[src/rtl/fpu_pkg.sv]
// Shared types and constants for the fpu_seq floating-point unit.
// Holds the operation/state encodings, IEEE-754 single field layouts,
// canonical special values and small helpers used by the datapath.
package fpu_pkg;

  localparam int          EXP_BIAS     = 127;
  localparam int          EXP_MAX      = 255;
  localparam int          MANT_W       = 23;
  localparam logic [31:0] QNAN_DEFAULT = 32'h7FC0_0000;
  localparam logic [31:0] POS_INF      = 32'h7F80_0000;

  typedef enum logic [1:0] {
    OP_ADD = 2'd0,
    OP_SUB = 2'd1,
    OP_MUL = 2'd2,
    OP_DIV = 2'd3
  } op_t;

  typedef enum logic [2:0] {
    ST_IDLE,
    ST_UNPACK,
    ST_EXEC,
    ST_NORM,
    ST_PACK,
    ST_DONE
  } state_t;

  // Raw IEEE-754 single layout
  typedef struct packed {
    logic              sign;
    logic [7:0]        exp;
    logic [MANT_W-1:0] mant;
  } fp32_t;

  // Unpacked operand: hidden bit restored, denormals already flushed to zero
  typedef struct packed {
    logic            sign;
    logic [7:0]      exp;
    logic [MANT_W:0] mant;
  } unp_t;

  function automatic logic [31:0] f_inf(input logic s);
    f_inf = {s, POS_INF[30:0]};
  endfunction

  function automatic logic [31:0] f_zero(input logic s);
    f_zero = {s, 31'd0};
  endfunction

  // Index of the most significant set bit (0 when v is zero)
  function automatic logic [5:0] lead_one(input logic [47:0] v);
    lead_one = '0;
    for (int i = 0; i < 48; i++)
      if (v[i]) lead_one = 6'(i);
  endfunction

endpackage

[src/rtl/fpu_div_iter.sv]
// Restoring mantissa divider, one quotient bit per clock.
// Ports:
//   clk, reset_n       clock, synchronous active-low reset (aborts a division)
//   start              load dividend/divisor and begin iterating
//   dividend, divisor  24-bit mantissas with hidden bit (divisor >= 2^23)
//   quotient           DIV_BITS-bit quotient, MSB = integer bit
//   done               high during the cycle whose edge writes the final
//                      quotient bit; quotient is complete from the next cycle
module fpu_div_iter #(
  parameter int DIV_BITS = 25
) (
  input  logic                clk,
  input  logic                reset_n,
  input  logic                start,
  input  logic [23:0]         dividend,
  input  logic [23:0]         divisor,
  output logic [DIV_BITS-1:0] quotient,
  output logic                done
);

  localparam int CNT_W = $clog2(DIV_BITS + 1);

  // Remainder stays below 2*divisor, so 26 bits covers it after the shift
  logic [25:0]         r_rem;
  logic [23:0]         r_dvs;
  logic [DIV_BITS-1:0] r_q;
  logic [CNT_W-1:0]    r_cnt;
  logic                r_run;

  logic [25:0] w_trial;
  logic        w_ge;

  assign w_ge     = (r_rem >= {2'b00, r_dvs});
  assign w_trial  = r_rem - {2'b00, r_dvs};
  assign done     = r_run && (r_cnt == CNT_W'(DIV_BITS - 1));
  assign quotient = r_q;

  always_ff @(posedge clk) begin
    if (!reset_n) begin
      r_rem <= '0;
      r_dvs <= '0;
      r_q   <= '0;
      r_cnt <= '0;
      r_run <= 1'b0;
    end else if (start) begin
      r_rem <= {2'b00, dividend};
      r_dvs <= divisor;
      r_q   <= '0;
      r_cnt <= '0;
      r_run <= 1'b1;
    end else if (r_run) begin
      r_q   <= {r_q[DIV_BITS-2:0], w_ge};
      r_rem <= (w_ge ? w_trial : r_rem) << 1;
      r_cnt <= r_cnt + 1'b1;
      if (done) r_run <= 1'b0;
    end
  end

endmodule

[src/rtl/fpu_seq.sv]
// Multi-cycle single-precision FPU (ADD/SUB/MUL/DIV), round toward zero.
// Ports:
//   clk, reset_n  clock, synchronous active-low reset
//   start         request strobe, only honoured while idle
//   fpuOp         0=ADD 1=SUB 2=MUL 3=DIV
//   opA, opB      IEEE-754 single operands
//   busy          high from the cycle after accept through the done cycle
//   done          one-cycle strobe, fpuOut valid from this cycle
//   fpuOut        result, held until the next operation completes
// Schedule: IDLE -> UNPACK -> EXEC (1 cycle, or DIV_BITS for DIV) -> NORM
//           -> PACK -> DONE. Specials are resolved in UNPACK but ride the
//           same schedule so latency depends only on the op class.
module fpu_seq
  import fpu_pkg::*;
#(
  parameter int          DIV_BITS = 25,
  parameter logic [31:0] QNAN     = QNAN_DEFAULT
) (
  input  logic        clk,
  input  logic        reset_n,
  input  logic        start,
  input  logic [1:0]  fpuOp,
  input  logic [31:0] opA,
  input  logic [31:0] opB,
  output logic        busy,
  output logic        done,
  output logic [31:0] fpuOut
);

  localparam logic signed [10:0] L_BIAS    = 11'(EXP_BIAS);
  localparam logic signed [10:0] L_EXP_MAX = 11'(EXP_MAX);

  state_t r_state, w_next;

  logic [31:0] r_opa, r_opb;
  op_t         r_op;

  // unpack / specials
  fp32_t       w_fa, w_fb;
  unp_t        w_ua, w_ub, r_ua, r_ub;
  logic        w_a_zero, w_a_inf, w_a_nan;
  logic        w_b_zero, w_b_inf, w_b_nan;
  logic        w_sx;
  logic        w_spc, r_spc;
  logic [31:0] w_spc_val, r_spc_val;

  // divider
  logic                w_div_start, w_div_done;
  logic [DIV_BITS-1:0] w_quo;

  // add/sub alignment
  logic        w_a_big;
  unp_t        w_big, w_sml;
  logic [7:0]  w_dexp;
  logic [4:0]  w_dcl;
  logic [26:0] w_big_x, w_sml_x, w_sml_al;
  logic        w_sticky;
  logic [27:0] w_sum;

  // EXEC result: value = r_mag / 2^46 * 2^(r_exp - bias)
  logic [47:0]        r_mag;
  logic signed [10:0] r_exp;
  logic               r_sgn;

  // NORM
  logic [47:0]        w_src;
  logic [5:0]         w_p;
  logic signed [10:0] w_nexp, r_nexp;
  logic [22:0]        r_nmant;
  logic               r_nsgn, r_nzero;

  logic [31:0] w_pack, r_out;

  assign fpuOut = r_out;

  // ---------------- FSM ----------------
  always_ff @(posedge clk) begin
    if (!reset_n) r_state <= ST_IDLE;
    else          r_state <= w_next;
  end

  always_comb begin
    w_next = r_state;
    case (r_state)
      ST_IDLE:   if (start) w_next = ST_UNPACK;
      ST_UNPACK: w_next = ST_EXEC;
      ST_EXEC:   if (r_op != OP_DIV || w_div_done) w_next = ST_NORM;
      ST_NORM:   w_next = ST_PACK;
      ST_PACK:   w_next = ST_DONE;
      ST_DONE:   w_next = ST_IDLE;
      default:   w_next = ST_IDLE;
    endcase
  end

  always_comb begin
    busy        = (r_state != ST_IDLE);
    done        = (r_state == ST_DONE);
    w_div_start = (r_state == ST_UNPACK);
  end

  // ---------------- operand capture ----------------
  always_ff @(posedge clk) begin
    if (!reset_n) begin
      r_opa <= '0;
      r_opb <= '0;
      r_op  <= OP_ADD;
    end else if (r_state == ST_IDLE && start) begin
      r_opa <= opA;
      r_opb <= opB;
      r_op  <= op_t'(fpuOp);
    end
  end

  // ---------------- UNPACK ----------------
  always_comb begin
    w_fa     = fp32_t'(r_opa);
    w_fb     = fp32_t'(r_opb);
    w_a_zero = (w_fa.exp == 8'd0);
    w_a_inf  = (w_fa.exp == 8'hFF) && (w_fa.mant == '0);
    w_a_nan  = (w_fa.exp == 8'hFF) && (w_fa.mant != '0);
    w_b_zero = (w_fb.exp == 8'd0);
    w_b_inf  = (w_fb.exp == 8'hFF) && (w_fb.mant == '0);
    w_b_nan  = (w_fb.exp == 8'hFF) && (w_fb.mant != '0);

    // exp==0 is flushed to a signed zero, including denormals
    w_ua.sign = w_fa.sign;
    w_ua.exp  = w_a_zero ? 8'd0 : w_fa.exp;
    w_ua.mant = w_a_zero ? '0 : {1'b1, w_fa.mant};
    // SUB is ADD with B's sign flipped
    w_ub.sign = w_fb.sign ^ (r_op == OP_SUB);
    w_ub.exp  = w_b_zero ? 8'd0 : w_fb.exp;
    w_ub.mant = w_b_zero ? '0 : {1'b1, w_fb.mant};
    w_sx      = w_ua.sign ^ w_ub.sign;

    w_spc     = 1'b0;
    w_spc_val = '0;
    if (w_a_nan || w_b_nan) begin
      w_spc     = 1'b1;
      w_spc_val = QNAN;
    end else begin
      case (r_op)
        OP_ADD, OP_SUB: begin
          if (w_a_inf && w_b_inf) begin
            w_spc     = 1'b1;
            w_spc_val = (w_ua.sign != w_ub.sign) ? QNAN : f_inf(w_ua.sign);
          end else if (w_a_inf) begin
            w_spc     = 1'b1;
            w_spc_val = f_inf(w_ua.sign);
          end else if (w_b_inf) begin
            w_spc     = 1'b1;
            w_spc_val = f_inf(w_ub.sign);
          end
        end
        OP_MUL: begin
          if ((w_a_inf && w_b_zero) || (w_a_zero && w_b_inf)) begin
            w_spc     = 1'b1;
            w_spc_val = QNAN;
          end else if (w_a_inf || w_b_inf) begin
            w_spc     = 1'b1;
            w_spc_val = f_inf(w_sx);
          end
        end
        OP_DIV: begin
          if ((w_a_zero && w_b_zero) || (w_a_inf && w_b_inf)) begin
            w_spc     = 1'b1;
            w_spc_val = QNAN;
          end else if (w_a_inf) begin
            w_spc     = 1'b1;
            w_spc_val = f_inf(w_sx);
          end else if (w_b_inf) begin
            w_spc     = 1'b1;
            w_spc_val = f_zero(w_sx);
          end else if (w_b_zero) begin
            w_spc     = 1'b1;
            w_spc_val = f_inf(w_sx);
          end
        end
        default: ;
      endcase
    end
  end

  always_ff @(posedge clk) begin
    if (!reset_n) begin
      r_ua      <= '0;
      r_ub      <= '0;
      r_spc     <= 1'b0;
      r_spc_val <= '0;
    end else if (r_state == ST_UNPACK) begin
      r_ua      <= w_ua;
      r_ub      <= w_ub;
      r_spc     <= w_spc;
      r_spc_val <= w_spc_val;
    end
  end

  // Divider runs from the combinational unpack so EXEC starts iterating at once
  fpu_div_iter #(.DIV_BITS(DIV_BITS)) u_div (
    .clk      (clk),
    .reset_n  (reset_n),
    .start    (w_div_start),
    .dividend (w_ua.mant),
    .divisor  (w_ub.mant),
    .quotient (w_quo),
    .done     (w_div_done)
  );

  // ---------------- EXEC: add/sub alignment ----------------
  // Mantissas carry 3 extra low bits (guard/round/sticky) -> 26 fraction bits
  always_comb begin
    w_a_big  = ({r_ua.exp, r_ua.mant} >= {r_ub.exp, r_ub.mant});
    w_big    = w_a_big ? r_ua : r_ub;
    w_sml    = w_a_big ? r_ub : r_ua;
    w_dexp   = w_big.exp - w_sml.exp;
    w_dcl    = (w_dexp > 8'd26) ? 5'd26 : w_dexp[4:0];
    w_big_x  = {w_big.mant, 3'b000};
    w_sml_x  = {w_sml.mant, 3'b000};
    w_sticky = |(w_sml_x & ((27'd1 << w_dcl) - 27'd1));
    w_sml_al = (w_sml_x >> w_dcl) | {26'd0, w_sticky};
    if (w_big.sign ^ w_sml.sign) w_sum = {1'b0, w_big_x} - {1'b0, w_sml_al};
    else                         w_sum = {1'b0, w_big_x} + {1'b0, w_sml_al};
  end

  always_ff @(posedge clk) begin
    if (!reset_n) begin
      r_mag <= '0;
      r_exp <= '0;
      r_sgn <= 1'b0;
    end else if (r_state == ST_EXEC) begin
      case (r_op)
        OP_ADD, OP_SUB: begin
          r_mag <= 48'(w_sum) << 20;
          r_exp <= $signed({3'b000, w_big.exp});
          // exact cancellation is +0 unless both effective signs are negative
          r_sgn <= (w_sum == 28'd0) ? (r_ua.sign & r_ub.sign) : w_big.sign;
        end
        OP_MUL: begin
          r_mag <= 48'(r_ua.mant) * 48'(r_ub.mant);
          r_exp <= $signed({3'b000, r_ua.exp}) + $signed({3'b000, r_ub.exp}) - L_BIAS;
          r_sgn <= r_ua.sign ^ r_ub.sign;
        end
        default: begin
          // quotient is taken directly from the divider in NORM
          r_mag <= '0;
          r_exp <= $signed({3'b000, r_ua.exp}) - $signed({3'b000, r_ub.exp}) + L_BIAS;
          r_sgn <= r_ua.sign ^ r_ub.sign;
        end
      endcase
    end
  end

  // ---------------- NORM ----------------
  // Quotient has DIV_BITS-1 fraction bits; align it to 46 like the others
  assign w_src  = (r_op == OP_DIV) ? (48'(w_quo) << (47 - DIV_BITS)) : r_mag;
  assign w_p    = lead_one(w_src);
  assign w_nexp = r_exp + $signed({5'b00000, w_p}) - 11'sd46;

  always_ff @(posedge clk) begin
    if (!reset_n) begin
      r_nexp  <= '0;
      r_nmant <= '0;
      r_nsgn  <= 1'b0;
      r_nzero <= 1'b0;
    end else if (r_state == ST_NORM) begin
      r_nexp  <= w_nexp;
      // leading one lands on bit 46; the 23 bits below it are the fraction
      r_nmant <= 23'(((w_p >= 6'd46) ? (w_src >> (w_p - 6'd46))
                                      : (w_src << (6'd46 - w_p))) >> 23);
      r_nsgn  <= r_sgn;
      r_nzero <= (w_src == 48'd0);
    end
  end

  // ---------------- PACK ----------------
  always_comb begin
    if (r_spc)                             w_pack = r_spc_val;
    else if (r_nzero || r_nexp <= 11'sd0)  w_pack = f_zero(r_nsgn);
    else if (r_nexp >= L_EXP_MAX)          w_pack = f_inf(r_nsgn);
    else                                   w_pack = {r_nsgn, r_nexp[7:0], r_nmant};
  end

  // Loaded on the PACK->DONE edge so the new value appears with done
  always_ff @(posedge clk) begin
    if (!reset_n)               r_out <= '0;
    else if (r_state == ST_PACK) r_out <= w_pack;
  end

endmodule

[config.mk]
export PLATFORM = sky130hd
export DESIGN_NAME = fpu_seq
export DESIGN_NICKNAME = d
export VERILOG_FILES = /design/src/rtl/fpu_pkg.sv /design/src/rtl/fpu_div_iter.sv /design/src/rtl/fpu_seq.sv
export SDC_FILE = /design/constraint.sdc
export NUM_CORES = 2
export LEC_CHECK = 0
export ABC_AREA = 1
export BUFFER_PORTS_ARGS = -buffer_cell sky130_fd_sc_hd__buf_2
export CAP_MARGIN = 30
export CELL_PAD_IN_SITES_DETAIL_PLACEMENT = 0
export CELL_PAD_IN_SITES_GLOBAL_PLACEMENT = 2
export CORE_UTILIZATION = 41
export DETAILED_ROUTE_END_ITERATION = 8
export HOLD_SLACK_MARGIN = 0.05
export PLACE_DENSITY_LB_ADDON = 0.1
export SETUP_SLACK_MARGIN = 0.1
export SLEW_MARGIN = 5
export SYNTH_ARGS = -nofsm -noshare
export SYNTH_HDL_FRONTEND = slang
export SYNTH_SLANG_ARGS = --single-unit
[constraint.sdc]
create_clock -name clk -period 23.3 [get_ports clk]
set_input_delay 3.495 -clock clk [delete_from_list [all_inputs] [get_ports clk]]
set_output_delay 3.495 -clock clk [all_outputs]
set_load 0.01 [all_outputs]
# Word-level counts from Yosys, hierarchy flattened
# Index checks and enable logic that the tools add are counted.
# classes
multipliers	1
n_reduce_logical	32
n_lt_le_gt_ge	6
bitwise	8
n_addsub	14
shifts	4
n_eq_ne	15
muxes	96
# op_table
op	n
$mux W32	12
$mux W6	46
$mux W24	4
$pmux W32 S3	1
$pmux W48 S2	1
$mux W33	2
$mux W31	2
$logic_not A48 Y1	1
$mul A24 B24 Y48	1
$mux W48	1
$shl A48 B6 Y46	1
$shr A48 B6 Y46	1
$logic_not A23 Y1	2
$mux W46	1
$reduce_bool A23 Y1	2
$ge A32 B32 Y1	1
$add A27 B27 Y28	1
$logic_not A28 Y1	1
$mux W28	1
$sub A27 B27 Y28	1
$and A27 B27 Y27	1
$or A27 B1 Y27	1
$reduce_or A27 Y1	1
$shl A1 B5 Y27 const A	1
other kinds (47)	89
# totals
regBits	353
word_cells	201
out_inout_bits	34

# Depth between registers and ports, before layout
# logic_depth
depth_word	52
mapped_depth	70

# Hierarchy
# From an unflattened synthesis, not the netlist that was laid out.
# unflattened
hier_cells	6897
area_unflattened_um2	46473.3
# by_module_without_submodules
module	area_per_inst_um2	cells_per_inst	n_inst	seq_area_each_um2
fpu_seq	41283.3	6077	1	5325.1
fpu_div_iter	5190.0	820	1	1621.6

# Worst setup path before layout
# No wires, ideal clock.
# synth_timing
path_type	register to register
from	reg r_ua[13] (netlist bit)
to	reg r_mag[44]
n_path_buf	2
period_less_slack_ns	8.050
required_ns	23.168
t_arrival_ns	7.918
path_stages_with_launch	42
path_slack_ns	15.250
path_cell_list	dfxtp_1 clkbuf_1 clkbuf_1 nand2_1 fa_1 inv_1 fa_1 fa_1 inv_1 fa_1 fa_1 inv_1 fa_1 fa_1 ha_1 nand2_1 o21ai_0 a21oi_1 [6 not listed] a21oi_1 o21ai_0 nand2_1 a31oi_1 inv_1 o21ai_0 inv_1 o21ai_0 nand3_1 nand2_1 nand4_1 o211ai_1 a21oi_1 or2_2 nand3_1 o21ai_0 nand2_1 a21oi_1
# synth_between
elab_chain_cells	13
elab_cells_between_ends	18
classes_between	4 x add/sub; 1 x mul; 2 x order compare; 2 x shift; 5 x mux; 3 x bitwise; 1 x reduce/logical
# synth_rtl
element	line_no	text
start, declared	fpu_seq.sv:40	unp_t w_ua, w_ub, r_ua, r_ub;
start signal, assigned	fpu_seq.sv:190	r_ua <= w_ua;
$ge A32 B32 Y1	fpu_seq.sv:211	w_a_big = ({r_ua.exp, r_ua.mant} >= {r_ub.exp, r_ub.mant});
$mux W33, on equally long branches	fpu_seq.sv:212, fpu_seq.sv:213	
$sub A8 B8 Y8	fpu_seq.sv:214	w_dexp = w_big.exp - w_sml.exp;
$gt A8 B5 Y1	fpu_seq.sv:215	w_dcl = (w_dexp > 8'd26) ? 5'd26 : w_dexp[4:0];
$mux W5	fpu_seq.sv:215	
$shl A1 B5 Y27	fpu_seq.sv:218	w_sticky = |(w_sml_x & ((27'd1 << w_dcl) - 27'd1));
$sub A27 B1 Y27	fpu_seq.sv:218	
$and A27 B27 Y27	fpu_seq.sv:218	
$reduce_or A27 Y1	fpu_seq.sv:218	
$or A27 B1 Y27	fpu_seq.sv:219	w_sml_al = (w_sml_x >> w_dcl) | {26'd0, w_sticky};
$add A27 B27 Y28 / $sub A27 B27 Y28 (equally long branches)	fpu_seq.sv:221, fpu_seq.sv:220	
$mux W28	fpu_seq.sv:220	if (w_big.sign ^ w_sml.sign) w_sum = {1'b0, w_big_x} - {1'b0, w_sml_al};
$pmux W48 S2 (*)	fpu_seq.sv:230	case (r_op)
end signal, assigned	fpu_seq.sv:232	r_mag <= 48'(w_sum) << 20;
end signal, assigned	fpu_seq.sv:238	r_mag <= 48'(r_ua.mant) * 48'(r_ub.mant);
end, declared	fpu_seq.sv:61	logic [47:0] r_mag;
# Mark *: on every way between the ends. The rest lies on a longest branch, timed or not.
# A chain may end at the register's enable or synchronous reset.

# Worst setup path after layout
# layout_timing
from	reg r_ua[14] (netlist bit)
to	reg r_sgn
# layout_between
elab_chain_cells	15
elab_cells_between_ends	19
classes_between	4 x add/sub; 2 x order compare; 2 x shift; 6 x mux; 3 x bitwise; 2 x reduce/logical
# layout_rtl
element	line_no	text
$ge A32 B32 Y1	fpu_seq.sv:211	
$mux W33, on equally long branches	fpu_seq.sv:212, fpu_seq.sv:213	
$sub A8 B8 Y8	fpu_seq.sv:214	
$gt A8 B5 Y1	fpu_seq.sv:215	
$mux W5	fpu_seq.sv:215	
$shl A1 B5 Y27	fpu_seq.sv:218	
$sub A27 B1 Y27	fpu_seq.sv:218	
$and A27 B27 Y27	fpu_seq.sv:218	
$reduce_or A27 Y1	fpu_seq.sv:218	
$or A27 B1 Y27	fpu_seq.sv:219	
$add A27 B27 Y28 / $sub A27 B27 Y28 (equally long branches)	fpu_seq.sv:221, fpu_seq.sv:220	
$mux W28	fpu_seq.sv:220	
$logic_not A28 Y1	fpu_seq.sv:235	r_sgn <= (w_sum == 28'd0) ? (r_ua.sign & r_ub.sign) : w_big.sign;
$mux W1 (*)	fpu_seq.sv:235	
$mux W1 (*)	--	
end signal, assigned	fpu_seq.sv:235	
end signal, assigned	fpu_seq.sv:240	r_sgn <= r_ua.sign ^ r_ub.sign;
end signal, assigned	fpu_seq.sv:246	r_sgn <= r_ua.sign ^ r_ub.sign;
end, declared	fpu_seq.sv:63	logic r_sgn;
# Marks and branches as above.

==> impl_metrics.yaml <==
yosys:
  synthFlopType: "dfxtp_1"
  synth-edff-count: 0
  synthDistinctLibCells: 70
  synthTopCellsByCount: "1545 x nand2_1, 1138 x inv_1, 626 x nand3_1"
  netlist_area_um2: 44000
  synth_top_area_cell: "fa_1"
  async_flop_share: 0
  synth_most_common_cell: "nand2_1"
  postSynthAreaPerCell_um2: 6.84
  synth_top_area_frac: 0.222
  ys_ff_latch: 323
  netlist_top_cells_area: "fa_1 22%, dfxtp_1 15%, nand2_1 13%"
  synth_cells: 6429
  ys_seq_area_frac: 0.147
  ys.warnings.count: 0
  synth_nets: 7327
global_route:
  grt_pass1_vias: 41504
  grt_first_pass_wirelength_um: 255000
  antenna_found_initial: 1
  grt_usage: 0.308
  grt_max_degree: 97
  grt_overflow: 0
critical_path:
  slowest_delay_ns: 0.72
  cp_num_buf_inv: 5
  cp.required_ns: 23.76
  critPathCaptureType: "flop"
  cp-startpoint: "r_ua[14]"
  cp_slowest_cell: "inv_2"
  r2r_end: "r_sgn"
  path_class: "reg -> reg"
  critPathLaunchType: "flop"
  reg2reg_slack_ns: 13.04
  crit_top_cell: "nand2_1"
  cp_max_fo: 29
  cp_data_arrival_time_ns: 10.72
  cp_top_family: "simple AND/OR/NAND/NOR gates"
  r2r_start: "r_ua[14]"
  cp.depth: 58
  crit_path_end: "r_sgn"
  reg2regPathDepth: 58
routing:
  drtIter0Drc: 3439
  drtAntennaViolNets: 0
  routed_wl_um: 165000
  wl_per_cell_um: 21.3
  post-route-drc-count: 0
  vias: 41751
  via_per_inst: 5.39
  dr.pass1.iters: 5
cells_and_area:
  final_layout_size_suffix_gt1_frac: 0.0622
  finalNetCount: 7219
  syn_to_final_growth_pct: 7.03
sta:
  skew_ns: 0.0360
  fmax_ghz: 0.0975
  setup_viol: 0
  period_share: 0.440
  slew_headroom: 0.213
  finalSetupTns_ns: 0
  rsz0062_at_grt: "no"
  finalHoldViolCount: 0
  drv_slew: 0
  fin_crit_ns: 10.26
  worst_slew_pin_slew_ns: 1.17
place:
  dp_hpwl_um: 127000
  place.gp.congestion: 0.923
  portBuffers: 102
cts:
  numClockSinks: 323
  cts_resized: 0
  cts_buffer_depth: 3
  worst_skew_pair.late_latency_ns: 0.62
  numCtsBuffers: 42
  htreeDepth: 2
  ctsHoldBuffers: 0
  cts_tree: "yes"
  path_clk_slew_ns: 0.06
  cts_root_buf: "clkbuf_16"
  post_cts_buffers: 0
floorplanning:
  core.rowCount: 119
  fp.dieH_um: 330
  die_area_um2: 109000
  initial_utilization: 0.416
  die_x_um: 330
  core_um2: 106000
  io_pins: 103
worst_hold_path:
  min_from: "u_div.quotient[24]"
  min_path_type: "reg -> reg"
run:
  maxCapViolations: 0
status:
  status: "finished, final reports clean"
worst min path at each step:
| stage | to | cells after the start |
|---|---|---|
| after floorplan | r_nsgn | 2 |
| final | u_div.quotient[24] | 2 |
| after global routing | r_mag[8] | 2 |
| after global placement | r_nsgn | 2 |
| after detailed placement | r_nsgn | 2 |
| after CTS | r_nsgn | 2 |
worst reg2reg max path, delay by kind of cell (launching register included):
| kind | cells | cell delay [ns] |
|---|---|---|
| compound gates | 13 | 2.29 |
| simple gates | 38 | 5.56 |
| fa+ha+maj | 2 | 0.62 |
| buf+inv | 5 | 1.35 |
| flops | 1 | 0.31 |
state kept, by name, summed over array words and instances, names as in the netlist, 2 cells and up:
signal / count
fpuOut: 32
u_div.r_cnt: 5
r_nexp: 11
r_nmant: 23
r_op: 2
r_state: 3
u_div.r_dvs: 24
u_div.r_rem: 26
r_mag: 48
r_exp: 10
r_ub: 9
r_spc_val: 3
r_opb: 32
r_ua: 33
u_div.quotient: 25
r_opa: 32
layout by cell type, fill, tap and decap left out, types with 43 or more instances in the layout:
cell	synthesis	final
fa_1	487	487
inv_1	1138	1136
nand4_1	49	49
buf_4	6	100
buf_2	22	105
nor2_1	256	255
nand3_1	626	625
a31oi_1	60	60
ha_1	342	342
o21ai_0	383	383
dfxtp_1	323	322
nand2_1	1545	1542
o22ai_1	71	71
a21oi_1	421	419
clkbuf_16	0	43
routing by layer:
metal,track usage,wire [um]
met1,0.442,78500
met3,0.0342,8420
met4,0.0885,5010
met2,0.486,73300
met5,0,0
through the flow:
| step | hold WS [ns] | cell area [um^2] | instances | setup WS (ns) | utilization |
|---|---|---|---|---|---|
| global placement | 0.444 | 45600 | 7659 | 13.42 | 0.431 |
| finish | 0.463 | 47100 | 7745 | 13.04 | 0.445 |
| global route | 0.482 | 47100 | 7743 | 12.08 | 0.445 |
| detailed placement | 0.451 | 45700 | 7665 | 13.28 | 0.432 |
| floorplan | 0.430 | 44000 | 6429 | 15.25 | - |
| CTS | 0.460 | 47100 | 7740 | 13.23 | 0.445 |
area by class of cell:
type                       instances  area [um^2]
tap                             1391         1740
timing repair buffer             209         1340
clock buffer                      56         1190
sequential                       323         6470
fill                           11333        58800
clock inverter                    19          170
antenna                            2         5.00
multi-input combinational       4585        31800
inverter                        1160         4360
kinds of logic (layout without fill, tap and decap cells):
family                   after synthesis  count (layout)  synth area share
XOR/XNOR                              62              62            0.0123
multiplexers                          17              17           0.00387
AND/OR/NAND/NOR                     2611            2611             0.254
adder cells (fa/ha/maj)              829             829             0.319
other                                  0               2                 0
flip-flops                           323             323             0.147
AO/OA/AOI/OAI                       1066            1066             0.132
buffers and inverters               1521            1444             0.132
Power is left out: the tool's default activity adds up to more than one toggle a clock period on the data nets, which glitch-free logic cannot reach.
